===== src/rtl/instruction_fetch_unit.sv =====
// instruction_fetch_unit: holds the PC, fetches one word per instruction over req/ack, computes next PC
module instruction_fetch_unit #(
  parameter logic [31:0] RESET_PC = 32'h0000_0000,
  parameter int TIMEOUT = 16
) (
  input  logic        clk,
  input  logic        rst_n,
  output logic        imem_req,
  output logic [31:0] imem_addr,
  input  logic        imem_ack,
  input  logic [31:0] imem_rdata,
  input  logic        stall,
  input  logic        jump,
  input  logic [25:0] jump_index,
  input  logic        branch_taken,
  input  logic [15:0] branch_offset,
  output logic [31:0] instr,
  output logic [5:0]  opcode,
  output logic        instr_valid,
  output logic [31:0] pc_out,
  output logic [31:0] pc_plus4,
  output logic        fetch_err
);
  typedef enum logic [1:0] {IDLE, FETCH, VALID, ERROR} state_t;
  localparam int CW = $clog2(TIMEOUT + 1);
  localparam logic [CW-1:0] LAST = CW'(TIMEOUT - 1);
  state_t state;
  logic [CW-1:0] count;
  logic [31:0] fetch_pc, next_pc;
  assign imem_addr = fetch_pc;
  assign opcode = instr[31:26];
  assign pc_plus4 = pc_out + 32'd4;
  // successor of the presented instruction; jump outranks a taken branch
  always_comb
    next_pc = jump ? {pc_plus4[31:28], jump_index, 2'b00}
            : branch_taken ? pc_plus4 + {{14{branch_offset[15]}}, branch_offset, 2'b00}
            : pc_plus4;
  // fetch FSM: one request outstanding, next fetch only after decode consumes
  always_ff @(posedge clk)
    if (!rst_n) begin
      state <= IDLE;
      imem_req <= 1'b0;
      fetch_pc <= RESET_PC;
      instr <= '0;
      instr_valid <= 1'b0;
      pc_out <= RESET_PC;
      fetch_err <= 1'b0;
      count <= '0;
    end else
      case (state)
        IDLE: begin
          state <= FETCH;
          imem_req <= 1'b1;
        end
        FETCH:
          if (imem_ack) begin
            instr <= imem_rdata;
            pc_out <= fetch_pc;
            instr_valid <= 1'b1;
            imem_req <= 1'b0;
            count <= '0;
            state <= VALID;
          end else if (count == LAST) begin
            imem_req <= 1'b0;
            fetch_err <= 1'b1;
            count <= '0;
            state <= ERROR;
          end else
            count <= count + 1'b1;
        VALID:
          if (!stall) begin
            instr_valid <= 1'b0;
            if (next_pc[1:0] != 2'b00) begin
              fetch_err <= 1'b1;
              state <= ERROR;
            end else begin
              fetch_pc <= next_pc;
              imem_req <= 1'b1;
              state <= FETCH;
            end
          end
        ERROR: begin
          imem_req <= 1'b0;
          instr_valid <= 1'b0;
          fetch_err <= 1'b1;
        end
        default: state <= IDLE;
      endcase
endmodule


===== config.mk =====
export PLATFORM = sky130hd
export DESIGN_NAME = instruction_fetch_unit
export DESIGN_NICKNAME = d
export VERILOG_FILES = /design/src/rtl/instruction_fetch_unit.sv
export SDC_FILE = /design/constraint.sdc
export NUM_CORES = 1
export LEC_CHECK = 0
export CAP_MARGIN = 15
export CORE_MARGIN = 10
export CORE_UTILIZATION = 47
export DETAILED_ROUTE_END_ITERATION = 10
export GPL_ROUTABILITY_DRIVEN = 0
export PLACE_DENSITY_LB_ADDON = 0.05
export SLEW_MARGIN = 10
export SYNTH_ARGS = -nofsm -noshare
export SYNTH_HDL_FRONTEND = slang
export SYNTH_SLANG_ARGS = --single-unit

===== constraint.sdc =====
create_clock -name clk -period 4.75 [get_ports clk]
set_clock_uncertainty 0.15 [all_clocks]
set_input_delay 1.425 -clock clk [delete_from_list [all_inputs] [get_ports clk]]
set_output_delay 1.425 -clock clk [all_outputs]
set_load 0.02 [all_outputs]

After elaboration in Yosys (flattened, before gate mapping) --
Cells that the tools add are included.
Word-level totals: flip-flop bits (word level) 106, bits of input ports 80, output and inout bits 137
Operators by class: add/subtract/negate cells 3, equality and inequality tests 11, muxes and demuxes 22, bitwise logic cells 2, reduce and logical (&&, ||, !) cells 10
Operator list (number):
- two-way mux 32 bit | 2
- adder 32 x 3 -> 32 bit, second input constant | 1
- adder 32 bit | 1
- != test 2 bit, second input constant | 6
- AND reduction 3 bit | 4
- two-way mux 1 bit | 10
- two-way mux 5 bit | 2
- two-way mux 2 bit | 4
- case mux 1 bit (3 select lines) | 2
- case mux 2 bit (3 select lines) | 1
- nonzero test 3 bit | 2
- adder 5 x 1 -> 5 bit, second input constant | 1
- equality test 5 x 4 -> 1 bit, second input constant | 1
- AND reduction 5 bit | 1
- equality test 2 bit, second input constant | 2
- case mux 1 bit (4 select lines) | 1
- != test 3 bit, second input constant | 1
- equality test 2 x 1 -> 1 bit, second input constant | 1
- logical NOT 2 bit | 1
- inverter 1 bit | 2
- AND reduction 2 bit | 1
- nonzero test 2 bit | 1

Depth between registers and ports, before layout --
Gate-level depths: netlist (run 1).
depth after elaboration 8, depth in mapped cells 15, depth with buffers taken out 15

Least setup slack after synthesis (run 1) --
No wires, ideal clock.
path type register -> register, start register pc_out[2], end register fetch_pc[31], in the netlist imem_addr[31], arrival 3.881 ns, required time 4.516 ns, slack 0.635 ns, stages on the path, launching flop included 15, buffers on the path 0, period minus slack after synthesis 4.115 ns, path through dfxtp_1 -> ha_1 -> nand4_1 -> or3_1 -> nor2_1 -> and4_1 -> xor2_1 -> ha_1 -> a21o_1 -> a211o_1 -> a311oi_2 -> o31ai_1 -> xor2_1 -> and3_4 -> o31ai_2
On the way: word-level cells in the longest chain between the ends 4
RTL lines:
- start, declared | line 20 | output logic [31:0] pc_out,
- start signal, assigned | line 58 | pc_out <= fetch_pc;
- adder 32 x 3 -> 32 bit | line 32 | assign pc_plus4 = pc_out + 32'd4;
- via pc_plus4[28] | line 21 | output logic [31:0] pc_plus4,
- adder 32 bit | line 36 | : branch_taken ? pc_plus4 + {{14{branch_offset[15]}}, branch_offset, 2'b00}
- two-way mux 32 bit | line 36
- two-way mux 32 bit | line 35 | next_pc = jump ? {pc_plus4[31:28], jump_index, 2'b00}
- end signal, assigned | line 77 | fetch_pc <= next_pc;
- end, declared | line 29 | logic [31:0] fetch_pc, next_pc;
The timed path passes the listed nets, and every way through them passes these cells. A chain may end at the register's enable or synchronous reset.

Worst setup path in the final report (run 1) --
start register pc_out[3], end output port pc_plus4[16]
On the way: word-level cells in the longest chain between the ends 1
RTL lines (line):
- adder 32 x 3 -> 32 bit | 32
- end, declared | 21
No other way between the ends.

==> results of run 1 <==
==> layer usage <==
| layer | track usage, % | routed length [microns] | vias to the layer above |
|---|---|---|---|
| met1 | 29.2 | 10300 | 3227 |
| met2 | 36.1 | 10500 | 266 |
| met5 | 0 | 0 | - |
| met4 | 6.85 | 459 | 0 |
| met3 | 8.54 | 2160 | 33 |
| li1 | - | - | 3448 |
==> power by group through the flow <==
stage	Combinational, W	Sequential, W	Clock [W]
final	0.000808	0.00102	0.000905
after global routing	0.000883	0.00103	0.000954
after CTS	0.000810	0.00102	0.000917
after detailed placement	0.000804	0.00104	0
after global placement	0.000801	0.00103	0
after floorplan	0.000376	0.00111	0
==> cells by family after synthesis <==
logic type,after synthesis,share of synthesized area (%)
mux,7,1.06
buf+inv,73,4.52
flops,106,31.6
compound gates,248,25.7
xor+xnor,46,5.99
fa+ha+maj,42,7.93
simple gates,357,23.2
==> area by class of cell <==
cell class / count / area (sq um)
Clock buffer: 11 / 253
Tap cell: 180 / 225
Timing Repair Buffer: 232 / 2290
Fill cell: 1234 / 4540
Antenna cell: 2 / 5.00
Inverter: 19 / 71.3
Multi-Input combinational cell: 700 / 4320
Clock inverter: 5 / 108
Sequential cell: 106 / 2120
==> cells in the mapped netlist (all sizes together) (3+ instances only) <==
master and count:
a211o 4, a211oi 10, a21boi 69, a21o 17, a21oi 44, a22oi 4, a311oi 6, a31oi 7
and2 8, and3 7, and4 6, buf 12, clkbuf 42, dfxtp 106, ha 41, inv 18
mux2i 6, nand2 209, nand2b 3, nand3 23, nand4 10, nor2 56, nor2b 8, nor3 15
nor4 3, o211ai 9, o21a 5, o21ai 40, o21bai 5, o221ai 3, o31ai 7, or3 5
xnor2 25, xor2 21
==> registers in the layout, indices dropped and copies added, names as in the netlist <==
name / cells
fetch_err: 1
imem_req: 1
instr: 32
instr_valid: 1
state: 2
pc_out: 32
count: 5
imem_addr: 32
==> worst min-delay path, delay by kind of cell (launching register included) <==
kind,cells,cell delay [ps]
flops,1,310
simple gates,1,50
compound gates,1,30
==> metrics by stage <==
step                      worst slack (ps)  area [sq um]  hold WS, ps  cells
after floorplan                        635          6730          262    879
after global placement                 140          9010          270   1237
after detailed placement               101          9010          282   1237
after CTS                             10.1          9370          293   1253
after global routing                  21.5          9390          330   1253
final                                  177          9400          289   1255
==> worst max path at each step <==
stage                            from  cells past startpoint                         end  slack, ps
2_1_floorplan  pc_out[2]$_SDFFE_PN0P_                     14  imem_addr[31]$_SDFFE_PN0P_        640
3_3_place_gp         branch_offset[0]                     11  imem_addr[28]$_SDFFE_PN0P_        140
3_5_place_dp         branch_offset[0]                     11  imem_addr[28]$_SDFFE_PN0P_        100
4_1_cts        pc_out[2]$_SDFFE_PN0P_                      7                pc_plus4[26]         10
5_1_grt        pc_out[2]$_SDFFE_PN0P_                      7                pc_plus4[16]         20
6_report       pc_out[3]$_SDFFE_PN0P_                      7                pc_plus4[16]        180
==> timing repair <==
action / 4_1_cts / 5_1_grt
gates resized for setup: 1 / 5
setup endpoints to repair: 1 / 8
endpoints found under the hold margin: 0 / 0
==> impl_metrics.py, run 1 <==
metrics = {
    "power_and_ir_drop": {
        "p_leak_nw": 3.64,
        "powerDensity_nw_per_um2": 291,
        "clock_power_share_pct": 33.2,
        "peakVddDrop_v": 0.000237,
        "pwr-share-comb_pct": 29.6,
        "sw_frac_of_total_pct": 32.2,
        "p_switching_w": 0.000878,
        "p_total_w": 0.00273,
        "intPower_w": 0.00185,
        "seq_power_share_pct": 37.2,
    },
    "synth": {
        "yosysWarnings": 0,
        "synth_area_leaders": "dfxtp_1 (32%), nand2_1 (12%), ha_1 (7.6%), a21boi_0 (7.5%), a21oi_1 (3.3%)",
        "synthArstFlopShare_pct": 0,
        "avgSynthCellArea_sq_um": 7.65,
        "ys_types": 67,
        "synth_edf_count": 0,
        "synth_top_area_share_pct": 31.6,
        "synth-main-ff-cell": "dfxtp_1",
        "netlist_instances": 879,
        "synth_area_sq_um": 6730,
        "ys_seq_area_share_pct": 31.6,
        "synth_nets": 1001,
        "synth-seq-cells": 106,
        "synth.largest_area_cell": "dfxtp_1",
    },
    "clock_network": {
        "clk_pin_slew_ps": 70,
        "clockBufferDepth": 2,
        "cts_hold_buf": 0,
        "cts_tree": "done",
        "cts_root_buf": "clkbuf_16",
        "htree_levels": 3,
        "clk_latency_ps": 360,
        "post_cts_buffers": 0,
        "cts_made_buffers": 9,
        "clock_sinks": 106,
    },
    "sta": {
        "slew_violations": 0,
        "period_share_pct": 96.3,
        "clock.fmax_mhz": 219,
        "finalSetupViolCount": 0,
        "rsz0062_at_grt": "false",
        "fin_setup_tns_ps": 0,
        "slew_headroom_pct": 57.4,
        "period_needed_ps": 4570,
        "worst_slew_pin_slew_ps": 640,
        "timing_hold_violations_final": 0,
    },
    "drt": {
        "first_iter_violations": 454,
        "vias": 6974,
        "wire_per_inst_microns": 18.6,
        "viasPerCell": 5.56,
        "routed_wl_microns": 23400,
        "drt-pass1-iter-count": 5,
        "remaining_drc_errors": 0,
        "antenna_left": 0,
    },
    "hold_path": {
        "whs_path_depth": 2,
        "holdPathEnd": "count[4]$_SDFFE_PN0P_",
        "holdCritPathClass": "flip-flop to flip-flop",
        "hold_path.startpoint": "count[4]$_SDFFE_PN0P_",
    },
    "global_route": {
        "grt_pass1_vias": 6716,
        "grt_start_max_net_pins": 73,
        "grt-ovfl-total": 0,
        "grt_usage_pct": 23.2,
        "grt_pass1_wl_microns": 37000,
        "antenna_found_initial": 2,
    },
    "floorplanning": {
        "die_area_sq_um": 19500,
        "row_count": 43,
        "die_h_microns": 140,
        "initial_utilization_pct": 48.3,
        "num_io_pins": 217,
        "chipWidth_microns": 140,
        "core_region_area_sq_um": 13900,
    },
    "final_layout": {
        "post-route-util_pct": 67.5,
        "syn_to_final_growth_pct": 39.8,
        "final_cell_mix": "clkdlybuf4s50_1 (213), nand2_1 (208), dfxtp_1 (106)",
        "nets": 1190,
        "layout-drive-gt1-share_pct": 5.22,
        "final_common_cell": "clkdlybuf4s50_1",
    },
    "worst_setup_path": {
        "crit_type": "flip-flop to output port",
        "r2r-start": "pc_out[3]$_SDFFE_PN0P_",
        "r2r-end": "imem_addr[31]$_SDFFE_PN0P_",
        "ff2ff_setup_slack_ps": 450,
        "crit_chain": "ha_1, nand4_1, buf_4, nor3_1, nand2_1, xnor2_1, clkdlybuf4s50_1",
        "critPathMaxFanout": 5,
        "required_ps": 3170,
        "critPathBufInv": 2,
        "r2r_cells": 14,
        "cp.arrival_ps": 3000,
        "slowest_stage": "clkdlybuf4s50_1",
        "critPathCaptureType": "output port",
        "max_stage_delay_ps": 680,
        "cp_top_family": "buffers and inverters",
        "critPathLaunchType": "flip-flop",
    },
    "place": {
        "dp_hpwl_microns": 17700,
        "io_buffers": 216,
    },
    "status": {
        "status": "completed",
    },
    "job": {
        "cap_violations": 0,
    },
}
Power figures use the tool's default switching activity.
==> inputs of run 2 (changes only) <==
--- a/config.mk
+++ b/config.mk
@@ -6,7 +6,7 @@
 export NUM_CORES = 1
 export LEC_CHECK = 0
 export CAP_MARGIN = 15
-export CORE_MARGIN = 10
+export CORE_MARGIN = 5
 export CORE_UTILIZATION = 47
 export DETAILED_ROUTE_END_ITERATION = 10
 export GPL_ROUTABILITY_DRIVEN = 0
==> run 2 against run 1 <==
First-iteration DRC count rose by 15%. Register-to-register slack barely moved. Largest power group unchanged. Via count rose by 0.65%. Largest cell class unchanged.
==> impl_metrics.py, run 2 (synthesis results as in run 1) <==
metrics = {
    "hold_path": {
        "whs_path_depth": 2,
        "holdCritPathClass": "flip-flop to flip-flop",
    },
    "place": {
        "dp_hpwl_microns": 16800,
        "place_ws_ps": 118,
        "io_buffers": 216,
        "placed_area_sq_um": 9050,
        "dp.cells": 1240,
    },
    "floorplanning": {
        "die_area_sq_um": 16800,
        "core_region_area_sq_um": 13900,
        "die_h_microns": 130,
        "row_count": 43,
        "num_io_pins": 217,
        "chipWidth_microns": 130,
        "initial_utilization_pct": 48.3,
    },
    "sta": {
        "slew_violations": 0,
        "period_share_pct": 98.2,
        "timing_hold_violations_final": 0,
        "worst_slack_ps": 84.6,
        "finalSetupViolCount": 0,
        "fin_setup_tns_ps": 0,
        "clock.fmax_mhz": 214,
        "worst_slew_pin_slew_ps": 729,
        "slew_headroom_pct": 51.4,
        "rsz0062_at_grt": "false",
        "period_needed_ps": 4670,
    },
    "clock_network": {
        "htree_levels": 3,
        "clock_sinks": 106,
        "clk_pin_slew_ps": 80,
        "clockBufferDepth": 2,
        "cts_hold_buf": 0,
        "cts_made_buffers": 9,
        "post_cts_buffers": 0,
        "clk_latency_ps": 360,
        "cts_tree": "done",
        "cts_root_buf": "clkbuf_16",
    },
    "final_layout": {
        "final_common_cell": "clkdlybuf4s50_1",
        "layout-drive-gt1-share_pct": 5.30,
        "fin_cells": 1256,
        "final_cell_mix": "clkdlybuf4s50_1 (214), nand2_1 (208), dfxtp_1 (106)",
        "antenna_cells": 0,
        "syn_to_final_growth_pct": 39.4,
        "nets": 1193,
        "design_area_sq_um": 9380,
    },
    "drt": {
        "drt-pass1-iter-count": 5,
        "first_iter_violations": 523,
        "remaining_drc_errors": 0,
        "routed_wl_microns": 22300,
        "antenna_left": 0,
        "vias": 7019,
        "wire_per_inst_microns": 17.8,
        "viasPerCell": 5.59,
    },
    "global_route": {
        "grt_usage_pct": 25.7,
        "grt_pass1_vias": 6557,
        "grt-ovfl-total": 0,
        "grt_pass1_wl_microns": 34400,
        "antenna_found_initial": 0,
        "grt_start_max_net_pins": 71,
    },
    "worst_setup_path": {
        "critPathCaptureType": "output port",
        "critPathLaunchType": "flip-flop",
        "crit_type": "flip-flop to output port",
        "slowest_stage": "clkdlybuf4s50_1",
        "r2r_cells": 14,
        "max_stage_delay_ps": 650,
        "cp.arrival_ps": 3090,
        "required_ps": 3170,
        "crit_chain": "ha_1, nand4_1, or3_1, nor2_1, nand3_1, xnor2_2, clkdlybuf4s50_1",
        "critPathMaxFanout": 7,
    },
    "power_and_ir_drop": {
        "p_leak_nw": 3.63,
        "peakVddDrop_v": 0.000281,
        "p_total_w": 0.00263,
        "powerDensity_nw_per_um2": 281,
    },
    "job": {
        "cap_violations": 0,
    },
    "status": {
        "status": "completed",
    },
}
[run 2: final cells by class]
| class | count | area, sq um |
|---|---|---|
| Clock buffer | 9 | 225 |
| Clock inverter | 7 | 93.8 |
| Fill cell | 1212 | 4560 |
| Inverter | 19 | 71.3 |
| Multi-Input combinational cell | 700 | 4320 |
| Sequential cell | 106 | 2120 |
| Tap cell | 180 | 225 |
| Timing Repair Buffer | 235 | 2320 |
[run 2: where the power goes]
group / switching [W] / total [W] / internal [W] / leakage (nW)
clock network: 0.000381 / 0.000807 / 0.000426 / 0.159
logic: 0.000464 / 0.000808 / 0.000344 / 2.61
registers: 0.0000525 / 0.00102 / 0.000966 / 0.858
total: 0.000897 / 0.00263 / 0.00174 / 3.63
[run 2: critical path: cells and delay by family, from the launching register on]
family / cells / cell delay (ps)
buf+inv: 1 / 650
simple gates: 4 / 1130
flops: 1 / 450
xor+xnor: 1 / 240
fa+ha+maj: 1 / 250
[run 2: metal layers]
metal | part of all wire [%] | up-vias | GRT usage [%]
li1 | - | 3453 | -
met1 | 42 | 3255 | 33.5
met2 | 46 | 294 | 42.1
met3 | 11 | 17 | 8.78
met4 | 1.0 | 0 | 4.65
met5 | 0 | - | 0
[run 2: worst paths after layout]
kind / start / to / slack, ps
worst max-delay path: pc_out[2]$_SDFFE_PN0P_ / pc_plus4[30] / 80
worst min-delay path: count[4]$_SDFFE_PN0P_ / count[4]$_SDFFE_PN0P_ / 290
worst max register to register: pc_out[2]$_SDFFE_PN0P_ / imem_addr[31]$_SDFFE_PN0P_ / 440
worst min register to register: count[4]$_SDFFE_PN0P_ / count[4]$_SDFFE_PN0P_ / 290
[run 2: per-stage QoR]
| step | utilization [%] | hold WS (ps) |
|---|---|---|
| 4_1_cts | 67.2 | 288 |
| 3_3_place_gp | 64.9 | 272 |
| 6_report | 67.3 | 288 |
| 5_1_grt | 67.3 | 323 |
| 3_5_place_dp | 64.9 | 277 |
| 2_1_floorplan | - | 262 |
[run 2: repair_timing]
action,in CTS,in global routing
pin swaps,0,0
setup endpoints to repair,1,4
resized for setup,1,2
cloned,0,0
hold endpoints to repair,0,0
==> inputs of run 3 (changes only) <==
--- a/config.mk
+++ b/config.mk
@@ -8,8 +8,9 @@
 export CAP_MARGIN = 15
 export CORE_MARGIN = 5
 export CORE_UTILIZATION = 47
+export CTS_CLUSTER_DIAMETER = 80
 export DETAILED_ROUTE_END_ITERATION = 10
-export GPL_ROUTABILITY_DRIVEN = 0
+export GPL_ROUTABILITY_DRIVEN = 1
 export PLACE_DENSITY_LB_ADDON = 0.05
 export SLEW_MARGIN = 10
 export SYNTH_ARGS = -nofsm -noshare
==> run 3 against run 2 <==
Clock power rose by 5.3%. Critical path depth stayed put. Sequential share of layout area shrank 0.081 points. Critical endpoint unchanged. Via count fell by 1.6%. Largest power group unchanged.
==> impl_metrics.py, run 3 (synthesis results as in run 1) <==
metrics = {
    "status": {
        "status": "completed",
    },
    "clock_network": {
        "cts_root_buf": "clkbuf_16",
        "post_cts_buffers": 0,
        "cts_tree": "done",
        "htree_levels": 3,
        "clk_latency_ps": 360,
        "clock_sinks": 106,
        "cts_made_buffers": 9,
        "clockBufferDepth": 2,
        "clk_pin_slew_ps": 70,
    },
    "worst_setup_path": {
        "slowest_stage": "clkdlybuf4s50_1",
        "cp.arrival_ps": 2990,
        "required_ps": 3170,
        "cp_top_family": "simple AND/OR/NAND/NOR gates",
        "r2r-start": "pc_out[2]$_SDFFE_PN0P_",
        "critPathMaxFanout": 7,
        "r2r-end": "imem_addr[25]$_SDFFE_PN0P_",
        "critPathCaptureType": "output port",
        "r2r_cells": 17,
        "crit_chain": "ha_1, nand4_1, or3_1, nor2_2, nand3_1, xnor2_2, clkdlybuf4s50_1",
        "crit_type": "flip-flop to output port",
        "critPathLaunchType": "flip-flop",
        "critPathBufInv": 1,
        "crit_end": "pc_plus4[30]",
        "crit_start": "pc_out[2]$_SDFFE_PN0P_",
        "ff2ff_setup_slack_ps": 480,
        "cp.depth": 7,
        "max_stage_delay_ps": 650,
    },
    "final_layout": {
        "fin_cells": 1257,
        "nFillCells": 1203,
        "final_common_cell": "clkdlybuf4s50_1",
        "final_cell_mix": "clkdlybuf4s50_1 (214), nand2_1 (208), dfxtp_1 (106)",
        "nets": 1194,
        "antenna_cells": 0,
        "ff_latch_area_sq_um": 2120,
        "layout-drive-gt1-share_pct": 5.57,
        "multi_input_area_sq_um": 4330,
        "syn_to_final_growth_pct": 39.9,
    },
    "global_route": {
        "grt-ovfl-total": 0,
        "grt_pass1_wl_microns": 34600,
        "grt_start_max_net_pins": 79,
        "grt_pass1_vias": 6585,
        "antenna_found_initial": 0,
        "grt_usage_pct": 26.0,
    },
    "sta": {
        "period_needed_ps": 4560,
        "clock.fmax_mhz": 219,
        "fin_setup_tns_ps": 0,
        "slew_violations": 0,
        "period_share_pct": 96.1,
        "worst_slew_pin_slew_ps": 701,
        "finalSetupViolCount": 0,
        "slew_headroom_pct": 53.3,
        "timing_hold_violations_final": 0,
        "rsz0062_at_grt": "false",
    },
    "place": {
        "place_congestion": 0.920,
        "dp_hpwl_microns": 16800,
        "io_buffers": 216,
        "dp.cells": 1241,
    },
    "power_and_ir_drop": {
        "powerDensity_nw_per_um2": 285,
        "p_total_w": 0.00268,
        "p_leak_nw": 3.65,
        "peakVddDrop_v": 0.000297,
    },
    "floorplanning": {
        "die_h_microns": 130,
        "die_area_sq_um": 16800,
        "row_count": 43,
        "core_region_area_sq_um": 13900,
        "initial_utilization_pct": 48.3,
        "chipWidth_microns": 130,
        "num_io_pins": 217,
    },
    "hold_path": {
        "holdCritPathClass": "flip-flop to flip-flop",
    },
    "drt": {
        "wire_per_inst_microns": 17.7,
        "first_iter_violations": 577,
        "antenna_left": 0,
        "vias": 6909,
        "drt-pass1-iter-count": 5,
        "routed_wl_microns": 22200,
        "viasPerCell": 5.50,
        "remaining_drc_errors": 0,
    },
    "job": {
        "cap_violations": 0,
    },
}
-- run 3: how the worst min path moves through the flow --
stage	from	to	slack (ps)	cells after the start
floorplan	count[4]$_SDFFE_PN0P_	count[4]$_SDFFE_PN0P_	260	2
global placement	count[4]$_SDFFE_PN0P_	count[4]$_SDFFE_PN0P_	270	2
detailed placement	count[4]$_SDFFE_PN0P_	count[4]$_SDFFE_PN0P_	280	2
CTS	count[4]$_SDFFE_PN0P_	count[4]$_SDFFE_PN0P_	290	2
global route	count[4]$_SDFFE_PN0P_	count[4]$_SDFFE_PN0P_	330	2
finish	count[4]$_SDFFE_PN0P_	count[4]$_SDFFE_PN0P_	290	2
-- run 3: where the power goes --
part,switching [W],total (W),internal [W]
registers,0.0000514,0.00102,0.000966
logic,0.000467,0.000813,0.000345
clock network,0.000364,0.000850,0.000486
-- run 3: stage by stage --
stage                     setup slack (ps)  instance area, sq um  util [%]  hold slack [ps]
after global routing                  45.6                  9410      67.5              326
final                                  186                  9410      67.5              287
after CTS                             76.8                  9400      67.4              289
after floorplan                        635                  6730         -              262
after detailed placement               135                  9050      65.0              279
after global placement                 146                  9050      65.0              272
-- run 3: worst register-to-register path, delay by kind of cell (launching register included) --
family,cells,cell delay (ps)
flops,1,440
compound gates,4,870
simple gates,6,1210
buf+inv,3,440
xor+xnor,2,420
fa+ha+maj,2,610
-- run 3: cell type report --
type / count / area share, %
Clock buffer: 10 / 2.54
Clock inverter: 6 / 1.02
Inverter: 19 / 0.758
Multi-Input combinational cell: 700 / 46.0
Sequential cell: 106 / 22.6
Tap cell: 180 / 2.39
Timing Repair Buffer: 236 / 24.8
-- run 3: per-layer routing --
layer / track usage, % / wire length [microns] / vias up
li1: - / - / 3448
met1: 33.8 / 9390 / 3146
met2: 42.0 / 10200 / 293
met3: 8.86 / 2370 / 22
met4: 5.68 / 286 / 0
met5: 0 / 0 / -
-- run 3: timing repair --
item	in CTS	in global routing
gates resized for setup	2	3
endpoints found under the setup margin	2	4
gates cloned	0	0
hold buffers	0	0
==> RTL edit 1 (settings of run 3) <==
Register the output `fetch_err` once more; this adds one clock of latency there. The other outputs are not delayed to match.
--- a/src/rtl/instruction_fetch_unit.sv
+++ b/src/rtl/instruction_fetch_unit.sv
@@ -24,6 +24,8 @@
   typedef enum logic [1:0] {IDLE, FETCH, VALID, ERROR} state_t;
   localparam int CW = $clog2(TIMEOUT + 1);
   localparam logic [CW-1:0] LAST = CW'(TIMEOUT - 1);
+
+  logic fetch_err_s0;
   state_t state;
   logic [CW-1:0] count;
   logic [31:0] fetch_pc, next_pc;
@@ -44,7 +46,7 @@
       instr <= '0;
       instr_valid <= 1'b0;
       pc_out <= RESET_PC;
-      fetch_err <= 1'b0;
+      fetch_err_s0 <= 1'b0;
       count <= '0;
     end else
       case (state)
@@ -62,7 +64,7 @@
             state <= VALID;
           end else if (count == LAST) begin
             imem_req <= 1'b0;
-            fetch_err <= 1'b1;
+            fetch_err_s0 <= 1'b1;
             count <= '0;
             state <= ERROR;
           end else
@@ -71,7 +73,7 @@
           if (!stall) begin
             instr_valid <= 1'b0;
             if (next_pc[1:0] != 2'b00) begin
-              fetch_err <= 1'b1;
+              fetch_err_s0 <= 1'b1;
               state <= ERROR;
             end else begin
               fetch_pc <= next_pc;
@@ -82,9 +84,13 @@
         ERROR: begin
           imem_req <= 1'b0;
           instr_valid <= 1'b0;
-          fetch_err <= 1'b1;
+          fetch_err_s0 <= 1'b1;
         end
         default: state <= IDLE;
       endcase
+  always_ff @(posedge clk) begin
+      fetch_err <= fetch_err_s0;
+  end
+
 endmodule
 
Function: no difference found for any inputs over 4 cycles, from zero or initial values and one cycle with rst_n low; that may be too few to reach the edited logic, so the function may still have changed.
==> RTL edit 1 against run 3 <==
  * First-iteration DRC count decreased by 11%
  * Worst setup slack worse by 69 ps
  * Design area decreased by 0.28%
  * Critical path type unchanged
  * Sequential cell count rose by 1
  * Via count grew 0.32%
  * Synthesized cell count is 0.11% higher
  * Power decreased by 3.4%
  * Area after synthesis grew 0.30%
  * Count of clock-buffer cells in the layout is 1 lower
  * Routed wire length fell by 1.9%
==> RTL edit 1: results (changes against run 3) <==
| Metric | Value |
|---|---|
| Status | `finished clean` |
| Met3 WL | `2340 um (-1.3%)` |
| GR Layer Usage met3 | `8.06% (-0.80 points)` |
| Leak pwr | `3.63 nW (-0.60%)` |
| CP max stage delay | `670 ps (+20 ps)` |
| Final worst-path cycle share | `97.5% (+1.5 points)` |
| Routed length on met2 | `9740 um (-4.5%)` |
| Worst r2r dst | `imem_addr[27]` |
| Synth cell count leaders | `nand2_1 (209), dfxtp_1 (107), a21boi_0 (67), nor2_1 (55), a21oi_1 (44)` |
| Vias in the first global route | `6467 (-1.8%)` |
| Hold_ws | `203 ps (-84.0 ps)` |
| Layout cells sized above 1 | `5.47% (-0.10 points)` |
| Critical path endpoint | `pc_plus4[26]` |
| Syn Area/Cell | `7.67 um^2 (+0.18%)` |
| Routed wire length | `21800 um (-1.9%)` |
| Number of stages on the worst hold path | `0 (-2)` |
| M1 WL | `9290 um (-1.1%)` |
| Synth area leaders | `dfxtp_1 (32%), nand2_1 (12%), ha_1 (7.6%)` |
| Seq. cell area | `2140 um^2 (+0.94%)` |
| Register area share after synthesis | `31.8% (+0.20 points)` |
| HP Start | `fetch_err_s0` |
| Worst vdd ir | `0.242 mV (-19%)` |
| RePlAce Congestion | `0.937 (+1.8%)` |
| FF-to-FF setup slack | `390 ps (-90 ps)` |
| Hold endpoint | `fetch_err` |
| Cell count after placement | `1243 (+0.16%)` |
RTL edit 1: changes by cell type after synthesis, sizes merged:
| cell | change |
|---|---|
| dfxtp | +1 |
RTL edit 1: power breakdown:
| group | internal, mW | switching, mW |
|---|---|---|
| clock network | 0.370 | 0.386 |
| registers | 0.978 | 0.0512 |
| logic | 0.346 | 0.460 |
RTL edit 1: area by class of cell:
class | instances | area share [%]
inverters | 19 | 0.760
clock inverters | 7 | 0.707
multi-input cells | 700 | 46.0
repair buffers | 237 | 24.9
clock buffers | 9 | 2.40
well taps | 180 | 2.40
flip-flops and latches | 107 | 22.8
RTL edit 1: logic make-up after synthesis:
group	count (synthesis)	synth area share, %
compound gates	248	25.7
xor+xnor	46	5.97
fa+ha+maj	42	7.90
buf+inv	73	4.51
flops	107	31.8
mux	7	1.06
simple gates	357	23.1
RTL edit 1: timing repair:
| item | CTS | global route |
|---|---|---|
| endpoints found under the setup margin | 1 | 5 |
| hold buffers | 0 | 0 |
| resized for setup | 1 | 2 |
==> RTL edit 2 (config.mk and constraints of run 3) <==
Made on the original files. Change the parameter `TIMEOUT` from 16 to 8.
--- a/src/rtl/instruction_fetch_unit.sv
+++ b/src/rtl/instruction_fetch_unit.sv
@@ -1,7 +1,7 @@
 // instruction_fetch_unit: holds the PC, fetches one word per instruction over req/ack, computes next PC
 module instruction_fetch_unit #(
   parameter logic [31:0] RESET_PC = 32'h0000_0000,
-  parameter int TIMEOUT = 16
+  parameter int TIMEOUT = 8
 ) (
   input  logic        clk,
   input  logic        rst_n,
Formal check against the unedited RTL: no difference found for any inputs over 4 cycles, from zero or initial values and one cycle with rst_n low; that may be too few to reach the edited logic, so the function may still have changed.
==> RTL edit 2 against run 3 <==
  * Routed wire length is 5.4% higher
  * First-iteration DRC count is 1.6% lower
  * Worst setup slack worse by 46 ps
  * Sequential cell count is 1 lower
  * Design area hardly changed
  * Power is 4.7% lower
  * Non-clock buffer count is 2 lower
  * Sequential share of layout area is 0.22 points lower
  * Area after synthesis is 1.7% higher
  * Largest power group unchanged
  * Highest routed layer unchanged
==> RTL edit 2: results (changes against run 3) <==
| Metric | Value |
|---|---|
| Status | `finished clean` |
| Met3 WL | `2350 um (-0.68%)` |
| Register share of the cell area | `22.3% (-0.22 points)` |
| Clock Sinks | `105 (-0.94%)` |
| Multi-In Gates | `715 (+2.1%)` |
| Post-Synth Adder-Cell Area | `7.79% (-0.13 points)` |
| Worst slew margin | `52.3% (-0.98 points)` |
| Crit. Startpoint | `pc_out[3]` |
| Final net count | `1201 (+0.59%)` |
| FF-to-FF setup slack | `420 ps (-60 ps)` |
| Worst reg2reg path depth | `15 (-2)` |
| P_clk | `731 uW (-14%)` |
| Critical path endpoint | `pc_plus4[24]` |
| Synth cell count leaders | `nand2_1 (198), dfxtp_1 (105), a21boi_0 (70), nor2_1 (51), a21oi_1 (49)` |
| GR Layer Usage met3 | `7.89% (-0.98 points)` |
| Clkbuf count | `9 (-1)` |
| Routed len/inst | `18.5 um (+4.6%)` |
| Leak pwr | `3.69 nW (+1.2%)` |
| XOR/XNOR share of the synthesized area | `5.74% (-0.25 points)` |
| Vias | `7037 (+1.9%)` |
| Hold endpoint | `instr[20]` |
| Routed length on met2 | `10200 um (-0.49%)` |
| Initial DRC count | `568 (-1.6%)` |
| Netlist cell types | `70 (+4.5%)` |
| Multi-input combinational area share | `47.2% (+1.2 points)` |
| Largest net degree at the start of global routing | `61 (-23%)` |
| CP max stage delay | `680 ps (+30 ps)` |
| Worst r2r dst | `imem_addr[31]` |
| Non-CTS inverters | `14 (-5)` |
| Register area share after synthesis | `30.7% (-0.82 points)` |
| First-pass GRT wire length | `35600 um (+2.7%)` |
| RePlAce Congestion | `0.958 (+4.1%)` |
| DP Wirelength | `18100 um (+7.8%)` |
| Layout cells sized above 1 | `5.54% (-0.031 points)` |
| Top fanout value on the critical path | `5 (-2)` |
| Vias in the first global route | `6532 (-0.80%)` |
| M1 WL | `10400 um (+11%)` |
| Synth Area in Compound Gates | `25.2% (-0.52 points)` |
| Sw power | `884 uW (about the same)` |
| Layout clock area frac | `2.98% (-0.59 points)` |
| HP Start | `instr[20]` |
[RTL edit 2: cell types whose count changed after synthesis, sizes merged, moves of 5 or more]
cell / run 3 / this run
a21oi: 44 / 49
nor2: 56 / 51
nand3: 23 / 30
xnor2: 25 / 19
and2: 8 / 13
and3: 7 / 12
nand4: 10 / 15
nand2: 209 / 198
o21ai: 40 / 48
[RTL edit 2: what timing repair did]
item | 4_1_cts | 5_1_grt
setup buffers | 0 | 0
setup endpoints to repair | 0 | 2
resized for setup | 0 | 2
[RTL edit 2: through the flow]
step | instance area, um^2 | hold slack, ps | total power [mW] | cells | setup WS (ps)
after global placement | 9120 | 298 | 1.84 | 1252 | 335
after detailed placement | 9120 | 306 | 1.84 | 1252 | 328
after global routing | 9410 | 334 | 2.69 | 1267 | 10.6
after floorplan | 6840 | 353 | 1.49 | 891 | 787
final | 9410 | 312 | 2.56 | 1267 | 141
after CTS | 9400 | 315 | 2.57 | 1267 | 150
